`src/rtl/mem_byte_ctrl_if.sv`:
```
// Word request port between the cache and mem_byte_ctrl.
// The master side issues requests; the slave side answers with busy/done/read_data.
interface mem_byte_ctrl_if;
    logic [1:0]  rw_flag;
    logic [31:0] addr;
    logic [31:0] write_data;
    logic [3:0]  write_mask;
    logic [31:0] read_data;
    logic        busy;
    logic        done;

    modport master (
        output rw_flag, addr, write_data, write_mask,
        input  read_data, busy, done
    );

    modport slave (
        input  rw_flag, addr, write_data, write_mask,
        output read_data, busy, done
    );
endinterface

```
`src/rtl/mem_byte_ctrl.sv`:
```
// Word-to-byte memory responder: 32-bit reads and byte-masked writes, one RAM byte per cycle.
// Optional MEM_BYTE_CTRL_STAT_EN adds read/write completion counters.
module mem_byte_ctrl #(
    parameter int RAM_ADDR_BIT = 17
) (
    input  logic                    clk,
    input  logic                    rst,
    mem_byte_ctrl_if.slave          bus,
    output logic [RAM_ADDR_BIT-1:0] o_ram_addr,
    output logic                    o_ram_re,
    output logic                    o_ram_we,
    output logic [7:0]              o_ram_wdata,
    input  logic [7:0]              i_ram_rdata
`ifdef MEM_BYTE_CTRL_STAT_EN
    ,
    output logic [31:0]             o_stat_reads,
    output logic [31:0]             o_stat_writes
`endif
);

    localparam int WW = RAM_ADDR_BIT - 2;

    typedef enum logic [1:0] {IDLE, RD, RD_LAST, WR} state_t;

    state_t                  r_state, w_state;
    logic [WW-1:0]           r_word, w_word;
    logic [31:0]             r_wdata, w_wdata;
    logic [3:0]              r_mask, w_mask;
    logic [1:0]              r_cnt, w_cnt;
    logic [23:0]             r_buf, w_buf;
    logic [31:0]             r_rdata, w_rdata;
    logic                    r_done, w_done;
    logic [RAM_ADDR_BIT-1:0] r_ram_addr, w_addr;
    logic                    r_ram_re, w_re;
    logic                    r_ram_we, w_we;
    logic [7:0]              r_ram_wdata, w_wbyte;
    logic                    w_rd_done, w_wr_done;

    logic                    w_open;
    logic                    w_accept;
    logic [3:0]              w_msrc;
    logic [31:0]             w_dsrc;
    logic [WW-1:0]           w_wsrc;
    logic [1:0]              w_idx;
    logic [3:0]              w_bit;
    logic                    w_unused_addr;

    assign w_unused_addr = ^{bus.addr[31:RAM_ADDR_BIT], bus.addr[1:0]};

    // The done cycle of a read is also open for a new request.
    assign w_open   = (r_state == IDLE) || (r_state == RD_LAST);
    assign w_accept = w_open && (bus.rw_flag != 2'b00);
    assign w_msrc   = w_open ? bus.write_mask : r_mask;
    assign w_dsrc   = w_open ? bus.write_data : r_wdata;
    assign w_wsrc   = w_open ? bus.addr[RAM_ADDR_BIT-1:2] : r_word;

    always_comb begin
        w_idx = 2'd0;
        for (int i = 3; i >= 0; i--) begin
            if (w_msrc[i]) w_idx = i[1:0];
        end
    end

    assign w_bit = 4'b0001 << w_idx;

    always_comb begin
        w_state   = r_state;
        w_word    = r_word;
        w_wdata   = r_wdata;
        w_mask    = r_mask;
        w_cnt     = r_cnt;
        w_buf     = r_buf;
        w_rdata   = r_rdata;
        w_done    = 1'b0;
        w_re      = 1'b0;
        w_we      = 1'b0;
        w_addr    = r_ram_addr;
        w_wbyte   = r_ram_wdata;
        w_rd_done = 1'b0;
        w_wr_done = 1'b0;
        unique case (r_state)
            RD: begin
                unique case (r_cnt)
                    2'd1:    w_buf[7:0]   = i_ram_rdata;
                    2'd2:    w_buf[15:8]  = i_ram_rdata;
                    2'd3:    w_buf[23:16] = i_ram_rdata;
                    default: ;
                endcase
                if (r_cnt == 2'd3) begin
                    w_state   = RD_LAST;
                    w_done    = 1'b1;
                    w_rd_done = 1'b1;
                end else begin
                    w_cnt  = r_cnt + 2'd1;
                    w_re   = 1'b1;
                    w_addr = {r_word, w_cnt};
                end
            end
            WR: begin
                if (r_mask == 4'd0) begin
                    w_state   = IDLE;
                    w_done    = 1'b1;
                    w_wr_done = 1'b1;
                end else begin
                    w_we    = 1'b1;
                    w_addr  = {r_word, w_idx};
                    w_wbyte = w_dsrc[{w_idx, 3'b000} +: 8];
                    w_mask  = r_mask & ~w_bit;
                end
            end
            default: begin
                if (r_state == RD_LAST) begin
                    w_rdata = {i_ram_rdata, r_buf};
                    w_state = IDLE;
                end
                if (w_accept) begin
                    w_word = w_wsrc;
                    if (bus.rw_flag[0]) begin
                        w_state = RD;
                        w_cnt   = 2'd0;
                        w_re    = 1'b1;
                        w_addr  = {w_wsrc, 2'b00};
                    end else begin
                        w_wdata = bus.write_data;
                        if (bus.write_mask == 4'd0) begin
                            w_state   = IDLE;
                            w_done    = 1'b1;
                            w_wr_done = 1'b1;
                        end else begin
                            w_state = WR;
                            w_we    = 1'b1;
                            w_addr  = {w_wsrc, w_idx};
                            w_wbyte = w_dsrc[{w_idx, 3'b000} +: 8];
                            w_mask  = bus.write_mask & ~w_bit;
                        end
                    end
                end
            end
        endcase
    end

    always_ff @(posedge clk or posedge rst) begin
        if (rst) begin
            r_state     <= IDLE;
            r_word      <= '0;
            r_wdata     <= '0;
            r_mask      <= '0;
            r_cnt       <= '0;
            r_buf       <= '0;
            r_rdata     <= '0;
            r_done      <= 1'b0;
            r_ram_addr  <= '0;
            r_ram_re    <= 1'b0;
            r_ram_we    <= 1'b0;
            r_ram_wdata <= '0;
        end else begin
            r_state     <= w_state;
            r_word      <= w_word;
            r_wdata     <= w_wdata;
            r_mask      <= w_mask;
            r_cnt       <= w_cnt;
            r_buf       <= w_buf;
            r_rdata     <= w_rdata;
            r_done      <= w_done;
            r_ram_addr  <= w_addr;
            r_ram_re    <= w_re;
            r_ram_we    <= w_we;
            r_ram_wdata <= w_wbyte;
        end
    end

    // Byte 3 arrives in the done cycle itself, so it is forwarded straight from the RAM.
    assign bus.read_data = (r_state == RD_LAST) ? {i_ram_rdata, r_buf} : r_rdata;
    assign bus.busy      = (r_state == RD) || (r_state == WR);
    assign bus.done      = r_done;

    assign o_ram_addr  = r_ram_addr;
    assign o_ram_re    = r_ram_re;
    assign o_ram_we    = r_ram_we;
    assign o_ram_wdata = r_ram_wdata;

`ifdef MEM_BYTE_CTRL_STAT_EN
    logic [31:0] r_stat_reads;
    logic [31:0] r_stat_writes;

    always_ff @(posedge clk or posedge rst) begin
        if (rst) begin
            r_stat_reads  <= '0;
            r_stat_writes <= '0;
        end else begin
            if (w_rd_done) r_stat_reads  <= r_stat_reads + 32'd1;
            if (w_wr_done) r_stat_writes <= r_stat_writes + 32'd1;
        end
    end

    assign o_stat_reads  = r_stat_reads;
    assign o_stat_writes = r_stat_writes;
`else
    logic w_unused_stat;
    assign w_unused_stat = w_rd_done ^ w_wr_done;
`endif

endmodule

```
`src/flat_wrapper.sv`:
```
// flat-port wrapper written by rule: the top's interface ports become plain ports
module mem_byte_ctrl_flat 
#(
    parameter int RAM_ADDR_BIT = 17
)
  (clk, rst, o_ram_addr, o_ram_re, o_ram_we, o_ram_wdata, i_ram_rdata, bus_rw_flag, bus_addr, bus_write_data, bus_write_mask, bus_read_data, bus_busy, bus_done);
  mem_byte_ctrl_if bus_i ();
  input  logic clk;
  input  logic rst;
  output logic [RAM_ADDR_BIT-1:0] o_ram_addr;
  output logic o_ram_re;
  output logic o_ram_we;
  output logic [7:0] o_ram_wdata;
  input  logic [7:0] i_ram_rdata;
  input wire logic [$bits(bus_i.rw_flag)-1:0] bus_rw_flag;
  input wire logic [$bits(bus_i.addr)-1:0] bus_addr;
  input wire logic [$bits(bus_i.write_data)-1:0] bus_write_data;
  input wire logic [$bits(bus_i.write_mask)-1:0] bus_write_mask;
  output wire logic [$bits(bus_i.read_data)-1:0] bus_read_data;
  output wire logic [$bits(bus_i.busy)-1:0] bus_busy;
  output wire logic [$bits(bus_i.done)-1:0] bus_done;
  assign bus_i.rw_flag = bus_rw_flag;
  assign bus_i.addr = bus_addr;
  assign bus_i.write_data = bus_write_data;
  assign bus_i.write_mask = bus_write_mask;
  assign bus_read_data = bus_i.read_data;
  assign bus_busy = bus_i.busy;
  assign bus_done = bus_i.done;
  mem_byte_ctrl #(.RAM_ADDR_BIT(RAM_ADDR_BIT)) u_core (.clk(clk), .rst(rst), .bus(bus_i), .o_ram_addr(o_ram_addr), .o_ram_re(o_ram_re), .o_ram_we(o_ram_we), .o_ram_wdata(o_ram_wdata), .i_ram_rdata(i_ram_rdata));
endmodule
```
`config.mk`:
```
export PLATFORM = sky130hd
export DESIGN_NAME = mem_byte_ctrl_flat
export DESIGN_NICKNAME = d
export VERILOG_FILES = /design/src/rtl/mem_byte_ctrl_if.sv /design/src/rtl/mem_byte_ctrl.sv /design/src/flat_wrapper.sv
export SDC_FILE = /design/constraint.sdc
export NUM_CORES = 1
export LEC_CHECK = 0
export BUFFER_PORTS_ARGS = -buffer_cell sky130_fd_sc_hd__clkbuf_2
export CAP_MARGIN = 20
export CORE_MARGIN = 2
export CORE_UTILIZATION = 33
export CTS_BUF_LIST = sky130_fd_sc_hd__clkbuf_16
export DETAILED_ROUTE_END_ITERATION = 10
export GPL_ROUTABILITY_DRIVEN = 0
export GPL_TIMING_DRIVEN = 0
export RECOVER_POWER = 100
export REMOVE_ABC_BUFFERS = 1
export SYNTH_ARGS = -nofsm -noshare
export SYNTH_HDL_FRONTEND = slang
export SYNTH_SLANG_ARGS = --single-unit
```
`constraint.sdc`:
```
create_clock -name clk -period 7.68 [get_ports clk]
set_input_delay 0 -clock clk [delete_from_list [all_inputs] [get_ports clk]]
set_output_delay 0 -clock clk [all_outputs]
set_load 0.005 [all_outputs]
```
; Yosys cells after proc, flatten, opt, wreduce, memory -nomap -nowiden
; Index checks and enable logic that the tools add are counted.
[op_classes]
n_reduce_logical = 22
eq_ne = 13
n_mux = 50
add_sub_neg = 1
bitwise_logic = 7
n_shift = 2
[ops]
columns = cell, count
row1 = 17-bit two-way mux, 5
row2 = 32-bit two-way mux, 2
row3 = 17-bit case mux with 2 select lines, 1
row4 = 8-bit two-way mux, 4
row5 = 32-bit by 6-bit indexed part select with 8-bit output, 1
row6 = 2-bit two-way mux, 13
row7 = 4-bit two-way mux, 5
row8 = 8-bit case mux with 2 select lines, 1
row9 = 15-bit two-way mux, 1
row10 = 1-bit two-way mux, 12
row11 = 4-bit AND, 2
row12 = 2-bit equality test (second input constant), 4
row13 = 4-bit zero test, 2
row14 = 2-bit case mux with 2 select lines, 2
row15 = 4-bit case mux with 2 select lines, 1
row16 = 2-bit AND reduction, 4
row17 = 4-bit AND reduction, 2
row18 = 2-bit nonzero test, 4
row19 = 2-bit by 1-bit inequality test with 1-bit output (second input constant), 3
row20 = 2-bit inequality test (second input constant), 3
row21 = 1-bit case mux with 2 select lines, 3
row22 = 3-bit AND reduction, 2
row23 = 5-bit AND reduction, 1
row24 = 2-bit by 1-bit equality test with 1-bit output (second input constant), 2
row25 = 11 further kinds, 15
[word_totals]
word_cells = 109
reg_bits = 139

; Longest topological paths before layout
[depth]
ltp_word = 14
depth_mapped = 8
mapped_depth_nobuf = 6

; Worst setup path before layout
; Ideal clock, no wire load.
[synth_path]
path_type = register -> register
from = register u_core.r_state[0]
to = register u_core.r_ram_wdata[2] (netlist: u_core.o_ram_wdata[2])
path_buffers = 2
stages_incl_launch_ff = 8
slack_ns = 5.792
arrival_ns = 1.815
setup_ns = 0.073
path_cell_list = dfrtp_1 buf_6 or3_1 a221o_1 buf_6 o32ai_2 a21oi_1 a21oi_2
[synth_via]
elab_chain_len = 12
word_cells_on_any_way = 24
cone_classes = eq/ne (6) / shift (1) / mux (11) / bitwise (1) / reduce/logical (5)
[synth_rtl]
columns = element, line
row1 = from (decl), mem_byte_ctrl.sv:25  ; state_t r_state, w_state;
row2 = from (signal assigned), mem_byte_ctrl.sv:157  ; r_state <= w_state;
row3 = 2-bit equality test or 2-bit zero test (tied branches), mem_byte_ctrl.sv:51  ; assign w_open = (r_state == IDLE) || (r_state == RD_LAST);
row4 = 1-bit logical OR, mem_byte_ctrl.sv:51
row5 = 4-bit two-way mux, mem_byte_ctrl.sv:53  ; assign w_msrc = w_open ? bus.write_mask : r_mask;
row6 = 2-bit two-way mux (4 in series), mem_byte_ctrl.sv:60  ; if (w_msrc[i]) w_idx = i[1:0];
row7 = 32-bit by 6-bit indexed part select with 8-bit output, "mem_byte_ctrl.sv:107, mem_byte_ctrl.sv:133"
row8 = 8-bit two-way mux, mem_byte_ctrl.sv:125  ; if (bus.write_mask == 4'd0) begin
row9 = 8-bit two-way mux, mem_byte_ctrl.sv:118  ; if (bus.rw_flag[0]) begin
row10 = 8-bit two-way mux, mem_byte_ctrl.sv:116  ; if (w_accept) begin
row11 = 8-bit case mux with 2 select lines, mem_byte_ctrl.sv:81  ; unique case (r_state)
row12 = to (signal assigned), mem_byte_ctrl.sv:168  ; r_ram_wdata <= w_wbyte;
row13 = to (decl), mem_byte_ctrl.sv:36  ; logic [7:0] r_ram_wdata, w_wbyte;
; Several ways; a longest one is shown, not always the timed one. The select of a mux whose other input is x is not followed.
; A chain may end at the register's enable or synchronous reset.

; Final worst setup path
[layout_path]
from = register u_core.r_state[0]
to = output port bus_read_data[0]
[layout_via]
elab_chain_len = 2
[layout_rtl]
columns = element, line
row1 = 2-bit equality test, mem_byte_ctrl.sv:173  ; assign bus.read_data = (r_state == RD_LAST) ? {i_ram_rdata, r_buf} : r_rdata;
row2 = 32-bit two-way mux, mem_byte_ctrl.sv:173
row3 = to (decl), flat_wrapper.sv:19  ; output wire logic [$bits(bus_i.read_data)-1:0] bus_read_data;
; No other way between the ends.

==> flow_summary_export.csv <==
group,metric,value,unit
outcome,status,"finished, violations left",
outcome,violations,"capacitance limit, slew limit",
drt,routed-wl-met3,753,um
critical_path,crit_path_max_incr_delay,1310,ps
sta,relSlewSlack,-72.4,%
critical_path,path_cells,"buf_16, nand2b_1, clkbuf_1, mux2_2, clkbuf_1",
grt,track_usage,15.4,%
synthesis,syn_area,0.00651,sq mm
drt,routed_wl,15100,um
critical_path,critPathMaxFanout,64,
drt,routedWlPerCell,15.7,um
grt,antenna_found_initial,0,
floorplanning,dieArea,0.0209,sq mm
critical_path,crit_path_frequent_cell,"clkbuf_1",
synthesis,synth_cells,504,
critical_path,critical_path_class,"reg -> out",
cts,clk_pin_slew,60,ps
sta,fin_ws,3130,ps
finish,layout-drive-gt1-share,34.9,%
synthesis,synth_edf_count,0,
worst_hold_path,hold_start,"bus_write_mask[1]",
pwr,powerDensity,423,mW/mm^2
grt,grt_max_degree,84,
pwr,leakagePower,3.78,nW
drt,dr.pass1.iters,4,
drt,viasPerCell,4.85,
cts,root_buffer,"clkbuf_16",
critical_path,worstPathRequired,7680,ps
floorplanning,pin_count,141,
drt,m1WireLength,6640,um
critical_path,worst_setup_path_start_kind,"flip-flop",
sta,fin_skew,6.11,ps
finish,layout.cells.non_filler,961,
critical_path,r2r-start,"u_core.r_state[0]",
synthesis,synth.yosys.warnings,0,
floorplanning,start_util,33.6,%
floorplanning,coreArea,0.0194,sq mm
floorplanning,rows,51,
critical_path,crit_arrival,4550,ps
synthesis,ys_async_sr_fraction,100,%
sta,max_freq,220,MHz
floorplanning,die_h,144,um
drt,dr.first_iter.drc_count,215,
placed_design,port_buffers,123,
cts,cts_made_buffers,17,
synthesis,ys_ff_latch,139,
finish,final_cell_mix,"139 x mux2_2, 139 x dfrtp_1, 72 x clkbuf_2",
cts,clkSinkCount,139,
drt,wl_met2,7480,um
drt,vias,4663,
floorplanning,die_w,144,um
sta,tightest_slew,2570,ps
grt,overflow,0,
sta,fin_crit_sh,59.2,%
critical_path,crit_start,"u_core.r_state[0]",
cts,htree_levels,4,
synthesis,synthFlopType,"dfrtp_1",
drt,top_layer,"met4",
sta,slew_viol_final,115,
cts,cts_tree,"done",
cts,ctsLongestPathBuffers,2,
sta,rsz0062_at_grt,"no",
sta,finalSetupViolations,0,
grt,first_global_vias,4952,
critical_path,path_delay_family,"buffers and inverters",
placed_design,dpl-instance-area,0.00748,sq mm
synthesis,avgSynthCellArea,12.9,sq um
placed_design,place_ws,4720,ps
placed_design,dp_hpwl,10100,um
synthesis,seq_area_frac_synth,53.4,%
sta,setup_tns,0,ps
cts,clkLatencyLatePin,410,ps
finish,syn_to_final_growth,30.9,%
sta,hold_viol_final,0,
finish,final_core_util,43.9,%
placed_design,post-place-cells,872,
sta,period_minus_slack,4550,ps
synthesis,synth_cell_types,49,
finish,final_cell_area,0.00852,sq mm
finish,num_antenna_cells,0,
critical_path,endpoint_kind,"primary output",
grt,grt_first_pass_wirelength,24800,um
pwr,peakVddDrop,0.149,mV
worst_hold_path,hold_class,"in -> reg",
drt,drc,0,
critical_path,slowest_stage,"clkbuf_1",
drt,final_antenna_net_count,0,
critical_path,worst-path-buf-inv,3,
finish,fin_nets,766,
flow_run,cap_violations,4,
==> through the flow <==
stage          power [mW]  hold WS [ps]
5_1_grt              3.88          53.8
2_1_floorplan        2.29           129
3_3_place_gp         2.72           246
6_report             3.60          45.0
4_1_cts              3.73          16.9
3_5_place_dp         2.81          88.3
==> metal layers <==
layer / vias up / track usage (%)
li1: 2203 / -
met1: 2319 / 18.5
met2: 122 / 26.6
met3: 19 / 3.84
met4: 0 / 5.83
met5: - / 0
==> final cells by class <==
type	count	area (sq um)
Clock inverter	15	205
Clock buffer	17	425
Multi-Input combinational cell	328	2840
Timing Repair Buffer	187	1200
Inverter	10	38.8
Tap cell	265	332
Sequential cell	139	3480
Fill cell	1886	10900
==> where the power goes <==
part	internal, mW	switching [mW]	leakage (nW)	total (mW)
clock network	0.570	0.308	0.306	0.879
registers	1.11	0.225	1.64	1.34
logic	0.730	0.659	1.84	1.39
total	2.41	1.19	3.78	3.60
==> worst reg2reg max path, stage by stage (launching register included) <==
cell,delay (ps)
dfrtp_1,760
buf_16,350
nand2b_1,1120
clkbuf_1,1310
mux2_2,460
==> path summary, 6_finish.rpt <==
kind	end	slack, ps	cells after the start
min reg2reg	u_core.r_rdata[31]	500	1
min in group asynchronous	u_core.r_rdata[24]	830	3
min	u_core.r_mask[1]	40	3
max reg2reg	u_core.r_rdata[16]	3550	4
max in group asynchronous	u_core.o_ram_re	5610	4
max	bus_read_data[0]	3130	5
==> logic make-up (layout without fill, tap and decap cells) <==
kind of cell             Yosys count  count (layout)  share of synthesized area [%]
AND/OR/NAND/NOR                   78              78                           6.15
adder cells (fa/ha/maj)            3               3                          0.577
flip-flops                       139             139                           53.4
AO/OA/AOI/OAI                     70              70                           7.27
buffers and inverters             37             229                           2.67
multiplexers                     177             177                           29.9
==> sequential cells by signal (all words and copies together) (netlist names) <==
signal              cells
u_core.o_ram_addr      17
u_core.bus.done         1
u_core.r_state          2
u_core.r_wdata         32
u_core.r_mask           4
u_core.r_buf           24
u_core.r_rdata         32
u_core.r_word          15
u_core.o_ram_we         1
u_core.o_ram_re         1
u_core.r_cnt            2
u_core.o_ram_wdata      8
==> cell usage after synthesis (2+ instances only) <==
cell | count | share of area [%]
o21ai_0 | 2 | 0.15
mux2i_1 | 38 | 5.8
a31oi_1 | 5 | 0.48
dfrtp_1 | 139 | 53
mux2_2 | 139 | 24
clkbuf_1 | 11 | 0.63
nand2b_1 | 4 | 0.38
and2_1 | 2 | 0.19
nor4_1 | 3 | 0.29
nor2b_1 | 2 | 0.19
a21oi_1 | 26 | 2.0
o22a_1 | 5 | 0.67
nor2_1 | 29 | 1.7
nor4b_1 | 2 | 0.27
o21a_1 | 3 | 0.35
ha_1 | 3 | 0.58
buf_2 | 13 | 1.0
nand2_1 | 15 | 0.86
or3b_1 | 2 | 0.27
o221ai_1 | 3 | 0.40
nor3_1 | 8 | 0.62
inv_1 | 9 | 0.52
buf_6 | 2 | 0.35
and3b_1 | 2 | 0.27
o22ai_1 | 12 | 1.2
nor3b_2 | 2 | 0.38
==> what timing repair did <==
| item | in CTS | in global routing |
|---|---|---|
| endpoints found under the setup margin | 0 | 0 |
| endpoints found under the hold margin | 151 | 0 |
| hold buffers | 57 | 0 |
| gates resized for setup | 0 | 0 |
| buffers inserted | 0 | 0 |
Power figures use the tool's default switching activity.
